--- src/rtl/fetch_unit.sv ---
// ---------------------------------------------------------------------------
// fetch_unit
//   Instruction-fetch front end feeding the IF/ID register. It owns the fetch
//   PC and issues word requests to instruction memory over a req/gnt/rvalid
//   handshake. It buffers each returned instruction together with its PC in a
//   DEPTH-entry FIFO and presents the FIFO head over a valid/ready interface.
//   A redirect flushes the FIFO and marks every response still in flight to
//   be dropped when it arrives.
//
// Parameters
//   DEPTH     FIFO entries; also caps in-flight plus buffered fetches
//             (power of 2, >= 2)
//   RESET_PC  first fetch address after reset
//
// Ports
//   clk              rising-edge clock
//   reset            synchronous, active-low reset (0 = reset)
//   redirect_valid   flush and restart fetch at redirect_pc
//   redirect_pc      new fetch address (bits [1:0] ignored)
//   imem_req         fetch request
//   imem_addr        word-aligned fetch address
//   imem_gnt         request accepted this cycle
//   imem_rvalid      response valid; responses return in request order
//   imem_rdata       instruction word
//   out_valid        out_instruction / out_pc valid (FIFO head)
//   out_ready        IF/ID accepts this cycle (low = stall)
//   out_instruction  fetched instruction
//   out_pc           PC of out_instruction
// ---------------------------------------------------------------------------
module fetch_unit #(
  parameter int          DEPTH    = 4,
  parameter logic [31:0] RESET_PC = 32'h0000_0000
) (
  input  logic        clk,
  input  logic        reset,
  input  logic        redirect_valid,
  input  logic [31:0] redirect_pc,
  output logic        imem_req,
  output logic [31:0] imem_addr,
  input  logic        imem_gnt,
  input  logic        imem_rvalid,
  input  logic [31:0] imem_rdata,
  output logic        out_valid,
  input  logic        out_ready,
  output logic [31:0] out_instruction,
  output logic [31:0] out_pc
);

  // Counters hold 0..DEPTH inclusive; pointers index 0..DEPTH-1 and wrap
  // naturally because DEPTH is a power of two.
  localparam int CW = $clog2(DEPTH) + 1;
  localparam int PW = $clog2(DEPTH);
  localparam logic [CW-1:0] DEPTH_C = CW'(DEPTH);

  typedef enum logic {
    BOOT,
    FETCH
  } state_t;

  state_t state, state_next;

  logic [31:0]   fetch_pc, fetch_pc_next;
  logic [31:0]   resp_pc, resp_pc_next;
  logic [CW-1:0] inflight, inflight_next;
  logic [CW-1:0] discard, discard_next;
  logic [CW-1:0] fifo_count, fifo_count_next;
  logic [PW-1:0] wr_ptr, wr_ptr_next;
  logic [PW-1:0] rd_ptr, rd_ptr_next;

  logic [31:0] fifo_instr [DEPTH];
  logic [31:0] fifo_pc    [DEPTH];

  logic          grant;
  logic          push;
  logic          pop;
  logic [CW:0]   credit_used;
  logic [31:0]   redirect_base;
  logic [CW-1:0] outstanding;

  // -------------------------------------------------------------------------
  // FSM: BOOT holds the request low for one cycle, then FETCH forever.
  // -------------------------------------------------------------------------
  always_ff @(posedge clk) begin
    if (!reset) begin
      state <= BOOT;
    end else begin
      state <= state_next;
    end
  end

  // NOTE: every output of a combinational block gets a default before any
  // branch, so no path leaves it unassigned and no latch is inferred.
  always_comb begin
    state_next = state;
    imem_req   = 1'b0;
    case (state)
      BOOT: begin
        state_next = FETCH;
      end
      FETCH: begin
        state_next = FETCH;
        // Credit rule: never have more words owed to us than FIFO slots.
        imem_req   = (credit_used < {1'b0, DEPTH_C});
      end
      default: begin
        state_next = BOOT;
      end
    endcase
  end

  // -------------------------------------------------------------------------
  // Handshake decode
  // -------------------------------------------------------------------------
  always_comb begin
    credit_used   = {1'b0, inflight} + {1'b0, fifo_count};
    imem_addr     = fetch_pc;
    grant         = imem_req && imem_gnt;
    out_valid     = (fifo_count != '0);
    pop           = out_valid && out_ready;
    // A word arriving in the redirect cycle is stale by definition.
    push          = imem_rvalid && (discard == '0) && !redirect_valid;
    redirect_base = redirect_pc & 32'hFFFF_FFFC;
    // Requests still owed a response after this cycle's grant and return.
    outstanding   = inflight + CW'(grant) - CW'(imem_rvalid);
    // Gate the head so the outputs read zero whenever the FIFO is empty,
    // including straight out of reset.
    out_instruction = out_valid ? fifo_instr[rd_ptr] : '0;
    out_pc          = out_valid ? fifo_pc[rd_ptr]    : '0;
  end

  // -------------------------------------------------------------------------
  // Next-state datapath. A redirect overrides every other update.
  // -------------------------------------------------------------------------
  always_comb begin
    fetch_pc_next   = fetch_pc;
    resp_pc_next    = resp_pc;
    inflight_next   = outstanding;
    discard_next    = discard;
    fifo_count_next = fifo_count;
    wr_ptr_next     = wr_ptr;
    rd_ptr_next     = rd_ptr;

    if (redirect_valid) begin
      fetch_pc_next   = redirect_base;
      resp_pc_next    = redirect_base;
      // Everything still owed by memory belongs to the old path.
      discard_next    = outstanding;
      fifo_count_next = '0;
      wr_ptr_next     = '0;
      rd_ptr_next     = '0;
    end else begin
      if (grant) begin
        fetch_pc_next = fetch_pc + 32'd4;
      end
      if (imem_rvalid && (discard != '0)) begin
        discard_next = discard - CW'(1);
      end
      if (push) begin
        resp_pc_next = resp_pc + 32'd4;
        wr_ptr_next  = wr_ptr + PW'(1);
      end
      if (pop) begin
        rd_ptr_next = rd_ptr + PW'(1);
      end
      fifo_count_next = fifo_count + CW'(push) - CW'(pop);
    end
  end

  // NOTE: sequential state uses non-blocking assignments so every register
  // samples the pre-edge values, independent of block ordering.
  always_ff @(posedge clk) begin
    if (!reset) begin
      fetch_pc   <= RESET_PC;
      resp_pc    <= RESET_PC;
      inflight   <= '0;
      discard    <= '0;
      fifo_count <= '0;
      wr_ptr     <= '0;
      rd_ptr     <= '0;
    end else begin
      fetch_pc   <= fetch_pc_next;
      resp_pc    <= resp_pc_next;
      inflight   <= inflight_next;
      discard    <= discard_next;
      fifo_count <= fifo_count_next;
      wr_ptr     <= wr_ptr_next;
      rd_ptr     <= rd_ptr_next;
    end
  end

  // NOTE: the storage array is deliberately not reset; fifo_count defines
  // which entries are live and the outputs are gated while it is zero.
  always_ff @(posedge clk) begin
    if (push) begin
      fifo_instr[wr_ptr] <= imem_rdata;
      fifo_pc[wr_ptr]    <= resp_pc;
    end
  end

  // -------------------------------------------------------------------------
  // Invariants
  // -------------------------------------------------------------------------
  a_inflight_max : assert property (@(posedge clk) disable iff (!reset)
    inflight <= DEPTH_C);

  a_discard_le_inflight : assert property (@(posedge clk) disable iff (!reset)
    discard <= inflight);

  a_no_fifo_overflow : assert property (@(posedge clk) disable iff (!reset)
    !(push && !pop && (fifo_count == DEPTH_C)));

  a_no_unrequested_response : assert property (@(posedge clk) disable iff (!reset)
    imem_rvalid |-> (inflight != '0));

endmodule
--- config.mk ---
export PLATFORM = sky130hd
export DESIGN_NAME = fetch_unit
export DESIGN_NICKNAME = d
export VERILOG_FILES = /design/src/rtl/fetch_unit.sv
export SDC_FILE = /design/constraint.sdc
export NUM_CORES = 1
export LEC_CHECK = 0
export BUFFER_PORTS_ARGS = -buffer_cell sky130_fd_sc_hd__buf_4
export CORE_ASPECT_RATIO = 0.7
export CORE_MARGIN = 2
export CORE_UTILIZATION = 35
export DETAILED_ROUTE_END_ITERATION = 6
export GPL_TIMING_DRIVEN = 0
export PLACE_DENSITY = 0.56
export SLEW_MARGIN = 20
export SYNTH_ARGS = -nofsm -noshare
export SYNTH_HDL_FRONTEND = slang
export SYNTH_SLANG_ARGS = --single-unit
--- constraint.sdc ---
create_clock -name clk -period 7.39 [get_ports clk]
set_input_delay 0.3695 -clock clk [delete_from_list [all_inputs] [get_ports clk]]
set_output_delay 0.3695 -clock clk [all_outputs]
set_load 0.05 [all_outputs]
== Word level (Yosys, flattened, before mapping) ==
Memory sizes are Yosys's and may differ from the RTL's. A register that Yosys moved wholly into a read port is not among the register bits.
Index checks and enable logic that the tools add are counted.

* Bits in registers: 78
* RAM bits: 256
* Output and inout port bits: 98
* Word-level logic and storage cells: 53
* Memories kept: 2

* Add/subtract/negate cells: 10
* Magnitude comparators: 1
* Muxes and demuxes: 16
* Bitwise gates (word level): 1
* Reductions and logical operators: 13

{| class="wikitable"
|+ Memory list
! memory !! depth !! width !! rd ports !! clocked after memory_dff !! write ports !! line !! RTL
|-
| fifo_instr || 4 || 32 || 1 || 1 || 1 || 70 || <nowiki>logic [31:0] fifo_instr [DEPTH];</nowiki>
|-
| fifo_pc || 4 || 32 || 1 || 1 || 1 || 71 || <nowiki>logic [31:0] fifo_pc [DEPTH];</nowiki>
|}

{| class="wikitable"
|+ Operator list
! operator !! count
|-
| 32-bit 2-to-1 mux || 6
|-
| 32-bit by 3-bit adder with 32-bit output (second input constant) || 2
|-
| 2-bit 2-to-1 mux || 4
|-
| 3-bit by 1-bit adder with 3-bit output || 2
|-
| 3-bit 2-to-1 mux || 2
|-
| 2-bit nonzero test || 3
|-
| 3-bit nonzero test || 2
|-
| 3-bit by 1-bit subtractor with 3-bit output || 2
|-
| 1-bit logical AND || 5
|-
| 2-bit by 1-bit adder with 2-bit output (second input constant) || 2
|-
| 3-bit by 3-bit adder with 4-bit output || 1
|-
| 4-bit by 3-bit < comparator with 1-bit output (second input constant) || 1
|-
| 1-bit 2-to-1 mux || 4
|-
| 3-bit logical NOT || 1
|-
| 3-bit by 1-bit subtractor with 3-bit output (second input constant) || 1
|-
| 2-bit OR reduction || 1
|-
| 1-bit logical NOT || 1
|-
| 1-bit inverter || 1
|}

== Logic depth before layout (Yosys ltp) ==
* Word-level depth: 7
* Mapped depth: 12
* Mapped depth without buffers: 12

== Least setup slack after synthesis ==
No wires, ideal clock.

* Path kind: flip-flop to flip-flop
* Start: reg discard[0]
* End: mem fifo_instr[0][0], enable pin
* Arrival time: 2.588 ns
* Path slack: 4.375 ns
* Stages on the path, launching flop included: 6
* Path buffers: 1
* Period minus slack after synthesis: 3.015 ns
* Cells stage by stage: dfxtp_1 inv_1 ha_1 and3b_1 clkbuf_1 and3_1

* Word-level cells in the longest chain between the ends: 5

{| class="wikitable"
|+ RTL lines
! element !! line !! RTL
|-
| start: declaration || 65 || <nowiki>logic [CW-1:0] discard, discard_next;</nowiki>
|-
| start signal: assignment || 184 || <nowiki>discard <= discard_next;</nowiki>
|-
| 3-bit logical NOT || 121 || <nowiki>push = imem_rvalid && (discard == '0) && !redirect_valid;</nowiki>
|-
| 1-bit logical AND (2 in a row) || 121 ||
|-
| 1-bit 2-to-1 mux || 194 || <nowiki>if (push) begin</nowiki>
|-
| 1-bit 2-to-1 mux (implied by the code) || 195 || <nowiki>fifo_instr[wr_ptr] <= imem_rdata;</nowiki>
|-
| end: declaration || 70 ||
|}

Every way passes these cells.

==> PnR_summary.wiki <==
{| class="wikitable"
! Metric !! Value
|-
| Number of enable-type register cells in the synthesized netlist || 248
|-
| Max-slew violation count || 0
|-
| Width of the die || 236 um
|-
| Final core area utilization || 44.3%
|-
| Library cell with the largest summed area after synthesis || edfxtp_1
|-
| Clk_lat worst skew || 0.58 ns
|-
| Count of buffers inserted at the top-level ports || 161
|-
| Post-detailed-route count of antenna-violating nets || 0
|-
| Via density per instance || 4.92
|-
| CTS tree || yes
|-
| FP Rows || 59
|-
| Vias post-DR || 7,786
|-
| Total global-route track usage || 15.7%
|-
| Max Fanout on Critical Path || 10
|-
| Largest cells by area after synthesis || edfxtp_1, dfxtp_1, mux4_2
|-
| Worst slew pin tran || 0.987 ns
|-
| Count of endpoints failing hold in the final timing report || 0
|-
| Critical Path End Type || output pin
|-
| Most frequent cells in the layout || edfxtp_1, buf_4, dfxtp_1
|-
| Max-cap violations || 0
|-
| Number of global-route vias before repair || 7,871
|-
| # diodes || 0
|-
| Predominant post-synthesis flop cell || edfxtp_1
|-
| RD Place Congestion || 0.814
|-
| Distinct cell type count of the synthesized netlist || 43
|-
| Synthesized instance count || 838
|-
| CP Launch Type || register
|-
| Core region area || 37,100 sq um
|-
| Post-placement cell area || 15,100 sq um
|-
| Buffer levels on the longest clock path || 3
|-
| Number of search-and-repair iterations in the first detailed-routing pass || 5
|-
| Slowest-stage cell, CP || buf_1
|-
| Cell Pwr Density || 260 nW/um^2
|-
| Status || finished, final reports clean
|-
| Share of synthesized flip-flops with an asynchronous set or reset || 0%
|-
| Area fraction of the dominant cell type after synthesis || 56.6%
|-
| Layout overhead on the synthesized area || 24.8%
|-
| Cells resized by post-CTS repair || 0
|-
| Largest net degree at the start of global routing || 44
|-
| Hpwl dp || 20.4 mm
|-
| Setup repair after global routing missed its margin || no
|-
| Number of levels in the clock H-tree || 1
|-
| Worst setup path class || reg -> out
|-
| Largest stage delay on the critical path || 0.74 ns
|-
| Fraction of final layout cells sized beyond drive strength 1 || 27.0%
|-
| Final worst path period share || 47.6%
|-
| Number of synthesized register bits || 324
|-
| DR WL/cell || 19.3 um
|-
| Number of antenna violations at the first check in global routing || 0
|-
| Sequential fraction of the synthesis area || 68.2%
|-
| F_max || 0.284 GHz
|-
| Worst rel slew slack || 33.7%
|-
| DRC violations left || 0
|-
| Final non-filler cell total || 1,584
|-
| Total routed wirelength || 30.6 mm
|-
| Setup violators final || 0
|-
| Worst hold path type || in -> reg
|-
| Maximum resistive drop on vdd || 0.209 mV
|-
| Starting density of the core || 35.5%
|-
| DIE AREA || 39,200 sq um
|-
| Clock edge transition at the registers on the reported setup and hold paths || 0.07 ns
|-
| Number of buffers created by CTS || 31
|-
| Most frequent standard cell in the layout excluding fill and tap cells || edfxtp_1
|-
| Period minus WS final || 3.52 ns
|-
| DRT iter0 DRCs || 504
|-
| Required time at the endpoint of the critical path || 7.02 ns
|-
| Post-layout net count || 1,158
|-
| Vertical extent of the die || 166 um
|-
| Total Neg Setup Slack || 0 ns
|-
| Clock root buffer master || clkbuf_16
|-
| Final instance area || 16,400 sq um
|-
| Signal arrival time at the worst endpoint || 3.15 ns
|-
| Global-route wire length before repair || 47.3 mm
|-
| Syn. warnings || 0
|-
| I/O pin cnt || 168
|-
| Cell area after technology mapping || 13,100 sq um
|-
| Number of placed instances with taps included || 1,494
|-
| Aggregate global routing overflow || 0
|-
| Number of sinks handled by clock tree synthesis || 324
|-
| Cell breakdown of the critical path || clkbuf_1 -> buf_1 -> mux4_2 -> and2_1 -> buf_4
|-
| Leakage power figure || 0.00563 uW
|-
| Worst setup skew after layout || 0.0212 ns
|-
| Post-synthesis average cell area || 15.7 sq um
|}
==> power breakdown <==
part	total (uW)	switching (uW)	leakage, uW	internal [uW]
logic	606	381	0.00226	226
clock network	1560	685	0.000480	876
registers	2110	61.8	0.00289	2040
total	4270	1130	0.00563	3150
==> stage by stage <==
step                hold slack (ns)  power [uW]  worst slack [ns]
floorplan                     0.397        2530              4.37
global placement              0.494        2740              2.92
detailed placement            0.505        2750              4.35
CTS                          0.0350        4320              3.72
global route                 0.0873        4440              3.61
finish                       0.0629        4270              3.87
==> flip-flops by register name, indices dropped and copies added (netlist names), named ones only <==
register,count
wr_ptr,2
rd_ptr,2
inflight,3
fifo_count,3
state,1
imem_addr,30
resp_pc,30
fifo_pc,120
fifo_instr,128
discard,3
==> worst max-delay path: cells and delay by family (launching register included) <==
family	cells	cell delay, ns
buf+inv	3	1.46
flops	1	0.30
mux	1	0.61
simple gates	1	0.19
==> Yosys cell counts, types with 4 or more instances <==
master    count
and3_1        9
nor3_1       13
inv_1        22
nand2_1      26
clkbuf_1     34
buf_4         4
mux4_2       62
and4_1        6
dfxtp_1      76
ha_1         14
nor2_1       21
nor4_1        6
a21oi_1      59
nand3_1      21
buf_2         5
xnor2_1      43
and2_1       65
xor2_1       24
o21ai_0      30
nand4_1      21
edfxtp_1    248
==> cell type report <==
class / count / area, sq um
Clock buffer: 38 / 802
Multi-Input combinational cell: 450 / 3940
Tap cell: 488 / 611
Buffer: 44 / 186
Sequential cell: 324 / 8970
Inverter: 23 / 86.3
Clock inverter: 19 / 178
Fill cell: 3372 / 20600
Timing Repair Buffer: 198 / 1640
==> final timing paths <==
kind	from	endpoint	slack, ns	cells after the start
worst max-delay path	register	out_pc[30]	3.87	5
worst max register to register	inflight[2]	discard[2]	4.42	12
worst min-delay path	redirect_valid	resp_pc[7]	0.06	3
worst min register to register	wr_ptr[1]	wr_ptr[1]	0.51	2
==> timing repair <==
item                      in CTS  in global routing
hold endpoints to repair     129                  0
hold buffers                  33                  0
setup buffers                  0                  0
==> logic make-up (layout without fill, tap and decap cells) <==
family / count (synthesis) / in the layout / share of synthesized area (%)
multiplexers: 63 / 63 / 10.7
flip-flops: 324 / 324 / 68.2
other: 1 / 4 / 0.0285
AO/OA/AOI/OAI: 95 / 95 / 3.76
XOR/XNOR: 67 / 67 / 4.46
AND/OR/NAND/NOR: 205 / 205 / 9.12
buffers and inverters: 67 / 322 / 2.07
adder cells (fa/ha/maj): 16 / 16 / 1.64
==> routing by layer <==
metal / part of all wire, % / wire [um] / GRT usage, % / vias to the layer above
li1: - / - / - / 3650
met1: 50 / 15300 / 24.0 / 3880
met2: 43 / 13300 / 23.2 / 226
met3: 5.2 / 1600 / 3.24 / 30
met4: 1.5 / 464 / 2.66 / 0
met5: 0 / 0 / 0 / -
No activity file was read; power rests on OpenSTA's default activity.
